[config.mk]
export PLATFORM = sky130hd
export DESIGN_NAME = cache_control_flat
export DESIGN_NICKNAME = d
export VERILOG_FILES = /design/src/rtl/cache_control_if.sv /design/src/rtl/cache_control.sv /design/src/flat_wrapper.sv
export SDC_FILE = /design/constraint.sdc
export NUM_CORES = 1
export LEC_CHECK = 0
export ABC_AREA = 1
export ABC_CLOCK_PERIOD_IN_PS = 2470
export CAP_MARGIN = 20
export CORE_UTILIZATION = 30
export DETAILED_ROUTE_END_ITERATION = 8
export GPL_TIMING_DRIVEN = 0
export PLACE_DENSITY = 0.92
export SYNTH_ARGS = -nofsm -noshare
export SYNTH_HDL_FRONTEND = slang
export SYNTH_SLANG_ARGS = --single-unit
[constraint.sdc]
create_clock -name clk -period 2.47 [get_ports clk]
set_input_delay 0.741 -clock clk [delete_from_list [all_inputs] [get_ports clk]]
set_output_delay 0.741 -clock clk [all_outputs]
set_load 0.03 [all_outputs]
[src/rtl/cache_control_if.sv]
// cache_control_if
//   Bundles every signal between the cache controller and its surroundings:
//   the CPU request/response pair, the pmem line-fill/write-back handshake,
//   the status read out of the datapath arrays, and the array load strobes,
//   byte write enables and mux selects the controller drives.
//   master: the controller side (drives mem_resp, pmem_read/write, strobes).
//   slave : the environment side (CPU, pmem and datapath).
//   Parameter s_mask: bytes per cache line (width of the byte-enable vectors).
interface cache_control_if #(
  parameter int s_mask = 32
);
  // CPU side
  logic              mem_read;
  logic              mem_write;
  logic [s_mask-1:0] mem_byte_enable;
  logic              mem_resp;
  // pmem side
  logic              pmem_read;
  logic              pmem_write;
  logic              pmem_resp;
  // datapath status of the indexed set
  logic              hit0;
  logic              hit1;
  logic              V0;
  logic              V1;
  logic              D0;
  logic              D1;
  logic              lru_out;
  // datapath controls
  logic              ldLRU;
  logic              lru_in;
  logic              ldTag0;
  logic              ldTag1;
  logic              ldV0;
  logic              ldV1;
  logic              ldD0;
  logic              ldD1;
  logic              valid_in;
  logic              dirty_in;
  logic              way;
  logic [s_mask-1:0] wen0;
  logic [s_mask-1:0] wen1;
  logic              datain_sel;
  logic              pmem_addr_sel;

  modport master (
    input  mem_read, mem_write, mem_byte_enable, pmem_resp,
           hit0, hit1, V0, V1, D0, D1, lru_out,
    output mem_resp, pmem_read, pmem_write,
           ldLRU, lru_in, ldTag0, ldTag1, ldV0, ldV1, ldD0, ldD1,
           valid_in, dirty_in, way, wen0, wen1, datain_sel, pmem_addr_sel
  );

  modport slave (
    output mem_read, mem_write, mem_byte_enable, pmem_resp,
           hit0, hit1, V0, V1, D0, D1, lru_out,
    input  mem_resp, pmem_read, pmem_write,
           ldLRU, lru_in, ldTag0, ldTag1, ldV0, ldV1, ldD0, ldD1,
           valid_in, dirty_in, way, wen0, wen1, datain_sel, pmem_addr_sel
  );
endinterface

[src/rtl/cache_control.sv]
// cache_control
//   Sequencing FSM for a 2-way, 8-set, write-back cache datapath.
//   IDLE presents the request address to the arrays, CHECK evaluates hit/miss
//   (completing hits and updating LRU/dirty), WB writes a dirty victim back to
//   pmem, FILL brings the requested line in and loads tag/valid/dirty, then
//   the access is re-checked and completes through the normal hit path.
//   Ports:
//     clk : rising-edge clock
//     rst : asynchronous active-high reset (state -> IDLE, victim -> 0)
//     bus : cache_control_if master modport (CPU, pmem and datapath signals)
//   All bus outputs are combinational from the state, victim and inputs.
module cache_control #(
  parameter int s_mask = 32
) (
  input  logic            clk,
  input  logic            rst,
  cache_control_if.master bus
);

  localparam logic [1:0] IDLE  = 2'd0;
  localparam logic [1:0] CHECK = 2'd1;
  localparam logic [1:0] WB    = 2'd2;
  localparam logic [1:0] FILL  = 2'd3;

  localparam logic [s_mask-1:0] full_line = {s_mask{1'b1}};

  logic [1:0]        state;
  logic [1:0]        next_state;
  logic              victim;
  logic              next_victim;

  logic              req;
  logic              is_write;
  logic              hit;
  logic              hit_way;
  logic              victim_dirty;

  logic              resp;
  logic              pmem_rd;
  logic              pmem_wr;
  logic              ld_lru;
  logic              lru_val;
  logic              ld_tag0;
  logic              ld_tag1;
  logic              ld_v0;
  logic              ld_v1;
  logic              ld_d0;
  logic              ld_d1;
  logic              valid_val;
  logic              dirty_val;
  logic              way_sel;
  logic [s_mask-1:0] wen_0;
  logic [s_mask-1:0] wen_1;
  logic              data_sel;
  logic              addr_sel;

  // A simultaneous read and write is treated as a write.
  assign req          = bus.mem_read | bus.mem_write;
  assign is_write     = bus.mem_write;
  assign hit          = bus.hit0 | bus.hit1;
  assign hit_way      = bus.hit1;
  // The LRU way is the eviction candidate; it needs write-back only if valid and dirty.
  assign victim_dirty = bus.lru_out ? (bus.V1 & bus.D1) : (bus.V0 & bus.D0);

  // State and victim registers with asynchronous reset.
  always_ff @(posedge clk or posedge rst) begin
    if (rst) begin
      state  <= IDLE;
      victim <= 1'b0;
    end else begin
      state  <= next_state;
      victim <= next_victim;
    end
  end

  // Next-state and victim-latch logic.
  always_comb begin
    next_state  = state;
    next_victim = victim;
    case (state)
      IDLE: begin
        if (req) begin
          next_state = CHECK;
        end else begin
          next_state = IDLE;
        end
      end
      CHECK: begin
        // A request dropped during a miss lands here with req low: just go idle.
        if (!req) begin
          next_state = IDLE;
        end else if (hit) begin
          next_state = IDLE;
        end else begin
          next_victim = bus.lru_out;
          next_state  = victim_dirty ? WB : FILL;
        end
      end
      WB: begin
        if (bus.pmem_resp) begin
          next_state = FILL;
        end else begin
          next_state = WB;
        end
      end
      FILL: begin
        if (bus.pmem_resp) begin
          next_state = CHECK;
        end else begin
          next_state = FILL;
        end
      end
      default: begin
        next_state  = IDLE;
        next_victim = 1'b0;
      end
    endcase
  end

  // Datapath strobes, mux selects and handshake outputs.
  always_comb begin
    resp      = 1'b0;
    pmem_rd   = 1'b0;
    pmem_wr   = 1'b0;
    ld_lru    = 1'b0;
    lru_val   = 1'b0;
    ld_tag0   = 1'b0;
    ld_tag1   = 1'b0;
    ld_v0     = 1'b0;
    ld_v1     = 1'b0;
    ld_d0     = 1'b0;
    ld_d1     = 1'b0;
    valid_val = 1'b0;
    dirty_val = 1'b0;
    way_sel   = 1'b0;
    wen_0     = {s_mask{1'b0}};
    wen_1     = {s_mask{1'b0}};
    data_sel  = 1'b0;
    addr_sel  = 1'b0;
    case (state)
      IDLE: begin
        resp = 1'b0;
      end
      CHECK: begin
        if (req && hit) begin
          way_sel = hit_way;
          ld_lru  = 1'b1;
          lru_val = ~hit_way;  // the way not just used becomes LRU
          resp    = 1'b1;
          if (is_write) begin
            dirty_val = 1'b1;
            if (hit_way) begin
              wen_1 = bus.mem_byte_enable;
              ld_d1 = 1'b1;
            end else begin
              wen_0 = bus.mem_byte_enable;
              ld_d0 = 1'b1;
            end
          end else begin
            dirty_val = 1'b0;
          end
        end else begin
          // miss or dropped request: no array writes, no response
          resp = 1'b0;
        end
      end
      WB: begin
        pmem_wr  = 1'b1;
        addr_sel = 1'b1;
        way_sel  = victim;
      end
      FILL: begin
        pmem_rd = 1'b1;
        way_sel = victim;
        if (bus.pmem_resp) begin
          data_sel  = 1'b1;
          valid_val = 1'b1;
          dirty_val = 1'b0;
          if (victim) begin
            wen_1   = full_line;
            ld_tag1 = 1'b1;
            ld_v1   = 1'b1;
            ld_d1   = 1'b1;
          end else begin
            wen_0   = full_line;
            ld_tag0 = 1'b1;
            ld_v0   = 1'b1;
            ld_d0   = 1'b1;
          end
        end else begin
          data_sel = 1'b0;
        end
      end
      default: begin
        resp = 1'b0;
      end
    endcase
  end

  assign bus.mem_resp      = resp;
  assign bus.pmem_read     = pmem_rd;
  assign bus.pmem_write    = pmem_wr;
  assign bus.ldLRU         = ld_lru;
  assign bus.lru_in        = lru_val;
  assign bus.ldTag0        = ld_tag0;
  assign bus.ldTag1        = ld_tag1;
  assign bus.ldV0          = ld_v0;
  assign bus.ldV1          = ld_v1;
  assign bus.ldD0          = ld_d0;
  assign bus.ldD1          = ld_d1;
  assign bus.valid_in      = valid_val;
  assign bus.dirty_in      = dirty_val;
  assign bus.way           = way_sel;
  assign bus.wen0          = wen_0;
  assign bus.wen1          = wen_1;
  assign bus.datain_sel    = data_sel;
  assign bus.pmem_addr_sel = addr_sel;

endmodule

[src/flat_wrapper.sv]
// flat-port wrapper written by rule: the top's interface ports become plain ports
module cache_control_flat 
#(
  parameter int s_mask = 32
)
  (clk, rst, bus_mem_read, bus_mem_write, bus_mem_byte_enable, bus_pmem_resp, bus_hit0, bus_hit1, bus_V0, bus_V1, bus_D0, bus_D1, bus_lru_out, bus_mem_resp, bus_pmem_read, bus_pmem_write, bus_ldLRU, bus_lru_in, bus_ldTag0, bus_ldTag1, bus_ldV0, bus_ldV1, bus_ldD0, bus_ldD1, bus_valid_in, bus_dirty_in, bus_way, bus_wen0, bus_wen1, bus_datain_sel, bus_pmem_addr_sel);
  cache_control_if #(.s_mask(s_mask)) bus_i ();
  input  logic clk;
  input  logic rst;
  input wire logic [$bits(bus_i.mem_read)-1:0] bus_mem_read;
  input wire logic [$bits(bus_i.mem_write)-1:0] bus_mem_write;
  input wire logic [$bits(bus_i.mem_byte_enable)-1:0] bus_mem_byte_enable;
  input wire logic [$bits(bus_i.pmem_resp)-1:0] bus_pmem_resp;
  input wire logic [$bits(bus_i.hit0)-1:0] bus_hit0;
  input wire logic [$bits(bus_i.hit1)-1:0] bus_hit1;
  input wire logic [$bits(bus_i.V0)-1:0] bus_V0;
  input wire logic [$bits(bus_i.V1)-1:0] bus_V1;
  input wire logic [$bits(bus_i.D0)-1:0] bus_D0;
  input wire logic [$bits(bus_i.D1)-1:0] bus_D1;
  input wire logic [$bits(bus_i.lru_out)-1:0] bus_lru_out;
  output wire logic [$bits(bus_i.mem_resp)-1:0] bus_mem_resp;
  output wire logic [$bits(bus_i.pmem_read)-1:0] bus_pmem_read;
  output wire logic [$bits(bus_i.pmem_write)-1:0] bus_pmem_write;
  output wire logic [$bits(bus_i.ldLRU)-1:0] bus_ldLRU;
  output wire logic [$bits(bus_i.lru_in)-1:0] bus_lru_in;
  output wire logic [$bits(bus_i.ldTag0)-1:0] bus_ldTag0;
  output wire logic [$bits(bus_i.ldTag1)-1:0] bus_ldTag1;
  output wire logic [$bits(bus_i.ldV0)-1:0] bus_ldV0;
  output wire logic [$bits(bus_i.ldV1)-1:0] bus_ldV1;
  output wire logic [$bits(bus_i.ldD0)-1:0] bus_ldD0;
  output wire logic [$bits(bus_i.ldD1)-1:0] bus_ldD1;
  output wire logic [$bits(bus_i.valid_in)-1:0] bus_valid_in;
  output wire logic [$bits(bus_i.dirty_in)-1:0] bus_dirty_in;
  output wire logic [$bits(bus_i.way)-1:0] bus_way;
  output wire logic [$bits(bus_i.wen0)-1:0] bus_wen0;
  output wire logic [$bits(bus_i.wen1)-1:0] bus_wen1;
  output wire logic [$bits(bus_i.datain_sel)-1:0] bus_datain_sel;
  output wire logic [$bits(bus_i.pmem_addr_sel)-1:0] bus_pmem_addr_sel;
  assign bus_i.mem_read = bus_mem_read;
  assign bus_i.mem_write = bus_mem_write;
  assign bus_i.mem_byte_enable = bus_mem_byte_enable;
  assign bus_i.pmem_resp = bus_pmem_resp;
  assign bus_i.hit0 = bus_hit0;
  assign bus_i.hit1 = bus_hit1;
  assign bus_i.V0 = bus_V0;
  assign bus_i.V1 = bus_V1;
  assign bus_i.D0 = bus_D0;
  assign bus_i.D1 = bus_D1;
  assign bus_i.lru_out = bus_lru_out;
  assign bus_mem_resp = bus_i.mem_resp;
  assign bus_pmem_read = bus_i.pmem_read;
  assign bus_pmem_write = bus_i.pmem_write;
  assign bus_ldLRU = bus_i.ldLRU;
  assign bus_lru_in = bus_i.lru_in;
  assign bus_ldTag0 = bus_i.ldTag0;
  assign bus_ldTag1 = bus_i.ldTag1;
  assign bus_ldV0 = bus_i.ldV0;
  assign bus_ldV1 = bus_i.ldV1;
  assign bus_ldD0 = bus_i.ldD0;
  assign bus_ldD1 = bus_i.ldD1;
  assign bus_valid_in = bus_i.valid_in;
  assign bus_dirty_in = bus_i.dirty_in;
  assign bus_way = bus_i.way;
  assign bus_wen0 = bus_i.wen0;
  assign bus_wen1 = bus_i.wen1;
  assign bus_datain_sel = bus_i.datain_sel;
  assign bus_pmem_addr_sel = bus_i.pmem_addr_sel;
  cache_control #(.s_mask(s_mask)) u_core (.clk(clk), .rst(rst), .bus(bus_i));
endmodule
=== Word-level counts from Yosys, hierarchy flattened ===
Index checks and enable logic that the tools add are counted.

* Register bits after elaboration: 3
* Bits of input ports: 44
* Output and inout port bits: 80
* Word-level logic and storage cells: 62

* Equality and inequality tests: 3
* Mux-type cells: 47
* Bitwise operators: 6
* Reduce and logical (&&, ||, !) cells: 4

{| class="wikitable"
|+ Operators with widths
! kind !! number
|-
| $mux 32 || 10
|-
| $pmux 32 s2 || 2
|-
| $mux 1 || 28
|-
| $pmux 2 s4 || 1
|-
| $mux 2 || 3
|-
| $pmux 1 s2 || 3
|-
| $eq 2x2->1 const B || 2
|-
| $reduce_and 3->1 || 1
|-
| $and 1x1->1 || 2
|-
| $eq 2x1->1 const B || 1
|-
| $logic_not 2->1 || 1
|-
| $not 1->1 || 2
|-
| $or 1x1->1 || 2
|-
| $reduce_or 2->1 || 1
|-
| $logic_and 1x1->1 || 1
|}

=== Depth between registers and ports, before layout ===
* Depth after elaboration: 6
* Mapped depth: 7
* Mapped depth without buffers: 6

=== Worst setup path before layout ===
Ideal clock, no wire load.

* Path kind: input -> output
* From: in bus_mem_write
* To: out bus_wen1[16]
* Arrival: 1.914 ns
* Required time: 1.729 ns
* Setup slack: -0.185 ns
* Cell stages on the path: 5
* Path buffers: 1
* Path through: buf_4 -> nor2_1 -> nor2_1 -> nand2_1 -> o21ai_0

* Longest elaborated chain between the ends: 4
* Elaborated cells on any way between the ends: 5
* Classes of those cells: 3 x mux; 1 x bitwise; 1 x reduce/logical

{| class="wikitable"
|+ Ends and longest elaborated chain
! item !! RTL line !! text
|-
| start: declaration || flat_wrapper.sv:11 || <nowiki>input wire logic [$bits(bus_i.mem_write)-1:0] bus_mem_write;</nowiki>
|-
| $or 1x1->1 || cache_control.sv:58 || <nowiki>assign req = bus.mem_read | bus.mem_write;</nowiki>
|-
| $logic_and 1x1->1 || cache_control.sv:145 || <nowiki>if (req && hit) begin</nowiki>
|-
| $mux 32 (*) || cache_control.sv:145 ||
|-
| $pmux 32 s2 (*) || cache_control.sv:140 || <nowiki>case (state)</nowiki>
|-
| end: declaration || flat_wrapper.sv:36 || <nowiki>output wire logic [$bits(bus_i.wen1)-1:0] bus_wen1;</nowiki>
|}

Every way passes the cells marked *; elsewhere a longest branch is shown, timed or not.

=== Worst setup path after layout ===
* From: in bus_mem_byte_enable[4]
* To: out bus_wen1[4]

* Longest elaborated chain between the ends: 4

{| class="wikitable"
|+ Ends and longest elaborated chain
! item !! RTL line !! text
|-
| start: declaration || flat_wrapper.sv:12 || <nowiki>input wire logic [$bits(bus_i.mem_byte_enable)-1:0] bus_mem_byte_enable;</nowiki>
|-
| $mux 32 || cache_control.sv:152 || <nowiki>if (hit_way) begin</nowiki>
|-
| $mux 32 || cache_control.sv:150 || <nowiki>if (is_write) begin</nowiki>
|-
| $mux 32 || cache_control.sv:145 ||
|-
| $pmux 32 s2 || cache_control.sv:140 ||
|}

No other way between the ends.

==> results.json <==
{
  "status": "complete, no violations",
  "vdd_drop_max_mv": 0.504,
  "p_leak_nw": 1.63,
  "final_cell_count_no_fill": 418,
  "grt_max_degree": 11,
  "grt_usage_pct": 24.4,
  "vias": 2057,
  "clkLatencyLatePin_ns": 0.22,
  "startpoint_type": "primary input",
  "n_fill_cell": 348,
  "fin_area_um2": 2690,
  "crit_chain": "clkdlybuf4s50_1 -> inv_1 -> o21ai_1 -> clkdlybuf4s15_2",
  "top_layer_used": "met4",
  "cpLargestDelayFamily": "buffers and inverters",
  "synth_ff_type": "dfrtp_1",
  "ys_types": 20,
  "clock.fmax_ghz": 0.406,
  "dr_wl_met3_um": 451,
  "syn_inst": 237,
  "wl_mm": 5.62,
  "via_per_inst": 4.92,
  "yosysMostFrequentCell": "nand2_1",
  "drive_gt1_share_pct": 47.6,
  "start_util_pct": 32.3,
  "seq_power_share_pct": 5.7,
  "p_int_uw": 788,
  "hold_class": "reg -> reg",
  "rsz0062_at_grt": "true",
  "synthArstFlopShare_pct": 100,
  "syn_to_final_growth_pct": 121,
  "die_x_um": 65.7,
  "diodes": 0,
  "numPlacedInstances": 406,
  "worstPathRequired_ns": 1.73,
  "grt_overflow": 0,
  "slowest_stage": "clkdlybuf4s50_1",
  "core_um2": 3770,
  "fin_crit_sh_pct": 99.7,
  "setup_violations": 0,
  "wl_per_cell_um": 13.4,
  "cts_tree": "built",
  "p_total_mw": 1.93,
  "nets": 415,
  "critPathLaunch": "bus_mem_byte_enable[4]",
  "min_period_ns": 2.46,
  "port_buffers": 121,
  "io_pins": 124,
  "rows": 22,
  "drtIter0Drc": 113,
  "synth_top_area_share_pct": 15.7,
  "h-tree-depth": 1,
  "place.gp.congestion": 0.810,
  "tightestPinTransition_ns": 0.325,
  "floorplan.die_area_um2": 4320,
  "power_switching_share_pct": 59.1,
  "cp_max_fo": 2,
  "worstSetupPathType": "in -> out",
  "max-cap-violations": 0,
  "syn_nets": 281,
  "slew_violations": 0,
  "pwr_density_cell_nw_per_um2": 717,
  "critPathBufInv": 3,
  "dr.pass1.iters": 4,
  "wirelength_met1_mm": 2.14,
  "drc": 0,
  "ys_warn_count": 0,
  "clk_pin_slew_worst_paths_ns": 0.03,
  "place.detailed.hpwl_mm": 3.95,
  "max_slew_margin_pct": 78.4,
  "met2WireLength_mm": 2.92,
  "holdWs_ns": 0.571,
  "clock-skew-final_ns": 0.000501,
  "antenna_found_initial": 0,
  "place_area_um2": 2490,
  "cts_buffers": 3,
  "slowest_delay_ns": 0.48,
  "timing.rr.start": "u_core.state[1]",
  "yosys-top-cells-area": "nand2_1, nand3_1, inv_1, nor3_1, o21ai_0",
  "netlist_area_um2": 1220,
  "clockRootBuffer": "clkbuf_8",
  "switchingPower_mw": 1.14,
  "cts_buffer_depth": 2,
  "hold_start": "u_core.state[1]",
  "hold_viol": 0,
  "critPathCaptureType": "output pin",
  "seq_area_frac_synth_pct": 6.17,
  "p_comb_share_pct": 86.8,
  "grt_pass1_vias": 1804,
  "clock-sinks": 3,
  "die_h_um": 65.7,
  "grt_pass1_wl_mm": 8.23,
  "ys_ff_latch": 3,
  "synth_edf_count": 0,
  "clkPwrFrac_pct": 7.5,
  "crit_arrival_ns": 1.72,
  "synth_common_cells": "nand2_1, inv_1, nand3_1, nor3_1, o21ai_0",
  "avgSynthCellArea_um2": 5.14,
  "final_util_pct": 71.3,
  "ant_nets": 0,
  "synth_top_area_cell": "nand2_1"
}
-- layout by cell type, fill, tap and decap left out --
| cell type | synthesis | final |
|---|---|---|
| nand2_1 | 51 | 48 |
| o21ai_2 | 10 | 10 |
| clkdlybuf4s50_1 | 0 | 32 |
| buf_4 | 6 | 34 |
| nand2_2 | 2 | 4 |
| nand3_2 | 1 | 1 |
| buf_8 | 0 | 1 |
| nand3_1 | 31 | 30 |
| buf_12 | 0 | 1 |
| dlygate4sd2_1 | 0 | 2 |
| inv_1 | 38 | 28 |
| nor2_4 | 1 | 4 |
| nor2_2 | 2 | 1 |
| dfrtp_1 | 3 | 3 |
| clkbuf_8 | 0 | 3 |
| clkbuf_2 | 1 | 3 |
| nor3_1 | 28 | 6 |
| nand2_4 | 0 | 1 |
| o21ai_0 | 26 | 8 |
| o21ai_1 | 0 | 18 |
| buf_6 | 4 | 32 |
| nand4_1 | 5 | 5 |
| inv_2 | 4 | 14 |
| nand3_4 | 0 | 1 |
| clkbuf_4 | 0 | 4 |
| inv_4 | 1 | 1 |
| dlymetal6s2s_1 | 0 | 9 |
| nor3_2 | 0 | 22 |
| nor2_1 | 6 | 4 |
| clkdlybuf4s15_2 | 0 | 7 |
| clkbuf_1 | 5 | 1 |
| buf_2 | 12 | 32 |
-- flip-flops by register name, indices dropped and copies added (netlist names) --
name	cells
u_core.victim	1
u_core.state	2
-- power by group through the flow --
stage	clock, mW	sequential, mW	combinational [mW]
after floorplan	0	0.0974	1.00
after global placement	0	0.102	1.64
after detailed placement	0	0.104	1.66
after CTS	0.148	0.109	1.60
after global routing	0.152	0.114	1.76
final	0.144	0.110	1.67
-- final timing paths --
path                                    to  cells past startpoint  slack [ns]
setup / recovery               bus_wen1[4]                      4       0.007
hold / removal             u_core.state[1]                      2        0.57
setup reg to reg             u_core.victim                      6        1.37
hold reg to reg            u_core.state[1]                      2        0.57
max in group asynchronous  u_core.state[1]                      2        1.64
min in group asynchronous    u_core.victim                      2        0.69
-- final cells by class --
cell class | instances | area [um2] | area share, %
Clock buffer | 4 | 45.0 | 1.68
Sequential cell | 3 | 75.1 | 2.79
Buffer | 28 | 235 | 8.75
Tap cell | 48 | 60.1 | 2.23
Inverter | 43 | 164 | 6.10
Multi-Input combinational cell | 163 | 960 | 35.7
Timing Repair Buffer | 129 | 1150 | 42.8
-- routing by layer --
metal / track usage [%] / up-vias
met1: 26.2 / 931
li1: - / 1017
met2: 45.5 / 98
met3: 5.03 / 11
met4: 10.1 / 0
met5: 0 / -
-- timing repair --
item                                    4_1_cts  5_1_grt
pin swaps                                     2       30
endpoints found under the setup margin       77       65
hold buffers                                  0        0
gates cloned                                  3        0
resized for setup                           423      105
setup buffers                                 3        2
-- cell families (layout without fill, tap and decap cells) --
logic type             Yosys count  after routing  synth area share (%)
and+or+nand+nor                127            127                  48.2
DFF                              3              3                  6.17
AOI/OAI and AO/OA               36             36                  17.9
buffers and inverters           71            204                  27.7
-- per-stage QoR --
stage          TNS [ns]  worst slack, ns
2_1_floorplan    -0.741           -0.185
3_3_place_gp     -62.28           -0.927
3_5_place_dp     -64.53           -0.974
4_1_cts               0          0.00120
5_1_grt          -0.168          -0.0557
6_report              0          0.00656
-- worst register-to-register path, stage by stage (launching register included) --
cell and delay, ns:
dfrtp_1 0.41, inv_2 0.10, nand2_2 0.08, nor2_2 0.13, nand2_1 0.10, nand2_1 0.06, o21ai_0 0.09
No activity file was read; power rests on OpenSTA's default activity.
==> patch (same settings) <==
`s_mask` is set to 32 in 3 places; all go to 16.
--- a/src/rtl/cache_control_if.sv
+++ b/src/rtl/cache_control_if.sv
@@ -7,7 +7,7 @@
 //   slave : the environment side (CPU, pmem and datapath).
 //   Parameter s_mask: bytes per cache line (width of the byte-enable vectors).
 interface cache_control_if #(
-  parameter int s_mask = 32
+  parameter int s_mask = 16
 );
   // CPU side
   logic              mem_read;
--- a/src/rtl/cache_control.sv
+++ b/src/rtl/cache_control.sv
@@ -10,7 +10,7 @@
 //     bus : cache_control_if master modport (CPU, pmem and datapath signals)
 //   All bus outputs are combinational from the state, victim and inputs.
 module cache_control #(
-  parameter int s_mask = 32
+  parameter int s_mask = 16
 ) (
   input  logic            clk,
   input  logic            rst,
--- a/src/flat_wrapper.sv
+++ b/src/flat_wrapper.sv
@@ -1,7 +1,7 @@
 // flat-port wrapper written by rule: the top's interface ports become plain ports
 module cache_control_flat 
 #(
-  parameter int s_mask = 32
+  parameter int s_mask = 16
 )
   (clk, rst, bus_mem_read, bus_mem_write, bus_mem_byte_enable, bus_pmem_resp, bus_hit0, bus_hit1, bus_V0, bus_V1, bus_D0, bus_D1, bus_lru_out, bus_mem_resp, bus_pmem_read, bus_pmem_write, bus_ldLRU, bus_lru_in, bus_ldTag0, bus_ldTag1, bus_ldV0, bus_ldV1, bus_ldD0, bus_ldD1, bus_valid_in, bus_dirty_in, bus_way, bus_wen0, bus_wen1, bus_datain_sel, bus_pmem_addr_sel);
   cache_control_if #(.s_mask(s_mask)) bus_i ();
Ports: changed (resized bus_mem_byte_enable, bus_wen0 and bus_wen1); port bits go from 124 to 76. No check against the original RTL was run, so the function may have changed too.
==> patch against the original RTL <==
The flow now finishes with violations (setup timing); largest cell class unchanged; sequential share of layout area up 1.8 points; sequential cell count unchanged; wire length down 47%; area after synthesis down 33%; highest routed layer unchanged; global-route usage down 4.6 points; setup slack worse by 0.012 ns; total power down 35%; design area down 39%; fmax down 0.50%; clock skew up 0.0044 ns; hold slack worse by 0.0037 ns.
==> patch: results (changes against the original RTL) <==
| Metric | Value |
|---|---|
| Status | `finished with violations` |
| Failing checks | `setup timing` |
| Post-Syn Nets | `171 (-39%)` |
| Setup WS pre-CTS | `-0.8948 ns (+0.07925 ns)` |
| Final setup margin | `-0.005697 ns (-0.01226 ns)` |
| Synth area leaders | `nand2_1 (16%), inv_1 (11%), o21ai_2 (9.7%), dfrtp_1 (9.2%), nand3_1 (8.6%)` |
| Total track usage | `19.84% (-4.6 points)` |
| Switching share of power | `58.34% (-0.78 points)` |
| Final #Nets | `254 (-39%)` |
| Skew-Pair Late Insertion Delay | `0.24 ns (+0.02 ns)` |
| Most frequent cells after synthesis | `nand2_1 (34), inv_1 (24), nand3_1 (14)` |
| CP peak stage delay | `0.46 ns (-0.02 ns)` |
| Dpl hpwl | `2.221 mm (-44%)` |
| Global placer's final weighted congestion | `0.7608 (-6.1%)` |
| Critical Path Source | `bus_mem_byte_enable[7]` |
| Fraction of layout cells with a size suffix above 1 | `47.11% (-0.46 points)` |
| WL/cell | `11.78 um (-12%)` |
| Worst hold margin | `0.5674 ns (-0.003712 ns)` |
| Number of global-route vias before repair | `1,039 (-42%)` |
| Maximum VDD drop | `0.5820 mV (+15%)` |
| Port Buf Inserts | `73 (-40%)` |
| Setup Viol. Count Final | `1 (+1)` |
| Critical Path Sink | `bus_wen0[7]` |
| Clock Skew | `0.004909 ns (+0.004408 ns)` |
| Worst R2R Setup Slack | `1.36 ns` |
| Worst slew margin | `79.89% (+1.5 points)` |
| Leakage | `1.002 nW (-39%)` |
| Worst hold path endpoint | `u_core.state[1]$_DFF_PP0_` |
| First-pass GRT wire length | `4.229 mm (-49%)` |
| Sequential share of the synthesized area | `9.217% (+3.1 points)` |
| Root Driver | `clkbuf_4` |
| CP arrival | `1.73 ns` |
patch: cell types whose count changed after synthesis, moves of 2 or more:
cell and change:
buf_2 -10, buf_4 +2, clkbuf_1 -5, inv_1 -14, inv_2 -2, nand2_1 -17, nand3_1 -17, nor2_1 -2
nor2_2 +2, nor3_1 -16, o21ai_0 -16
patch: through the flow:
stage	utilization [%]	std cells	total power [W]	setup TNS, ns	cell area, sq um
floorplan	-	143	0.0007672	-0.5889	819.5
global placement	62.95	246	0.001156	-31.19	1588
detailed placement	62.95	246	0.001171	-31.86	1588
CTS	63.05	252	0.001217	-0.02262	1590
global route	65.38	255	0.001332	-0.1540	1649
finish	65.38	255	0.001244	-0.005697	1649
patch: kinds of logic (layout without fill, tap and decap cells):
logic type	count (synthesis)	count (layout)	share of synthesized area [%]
AND/OR/NAND/NOR	79	79	47.47
buffers and inverters	41	123	26.88
AO/OA/AOI/OAI	20	20	16.44
flip-flops	3	3	9.216
patch: area by class of cell:
cell class,count,area (sq um)
buffer,14,125.1
multi-input combinational,99,593.1
sequential,3,75.07
fill,237,873.3
timing repair buffer,78,688.2
tap,30,37.54
inverter,27,103.9
clock buffer,4,26.28
patch: routing by layer:
layer  routed length (um)  global-route usage, %  vias up
met2                 1561                  37.45       54
met1                 1097                  20.26      533
li1                     -                      -      620
met4                   51                  8.120        0
met5                    0                      0        -
met3                  295                  5.367        6
patch: power by group through the flow:
stage	Combinational, W	Sequential (W)	Clock [W]
floorplan	0.000667	0.000100	0
CTS	0.00102	0.000107	0.0000924
detailed placement	0.00107	0.000106	0
global route	0.00112	0.000111	0.000102
finish	0.00105	0.000109	0.0000895
global placement	0.00105	0.000105	0
patch: repair_timing:
action	in CTS	in global routing
buffers inserted	1	3
resized for setup	231	62
pin swaps	2	19
endpoints found under the setup margin	45	35
cloned	1	0
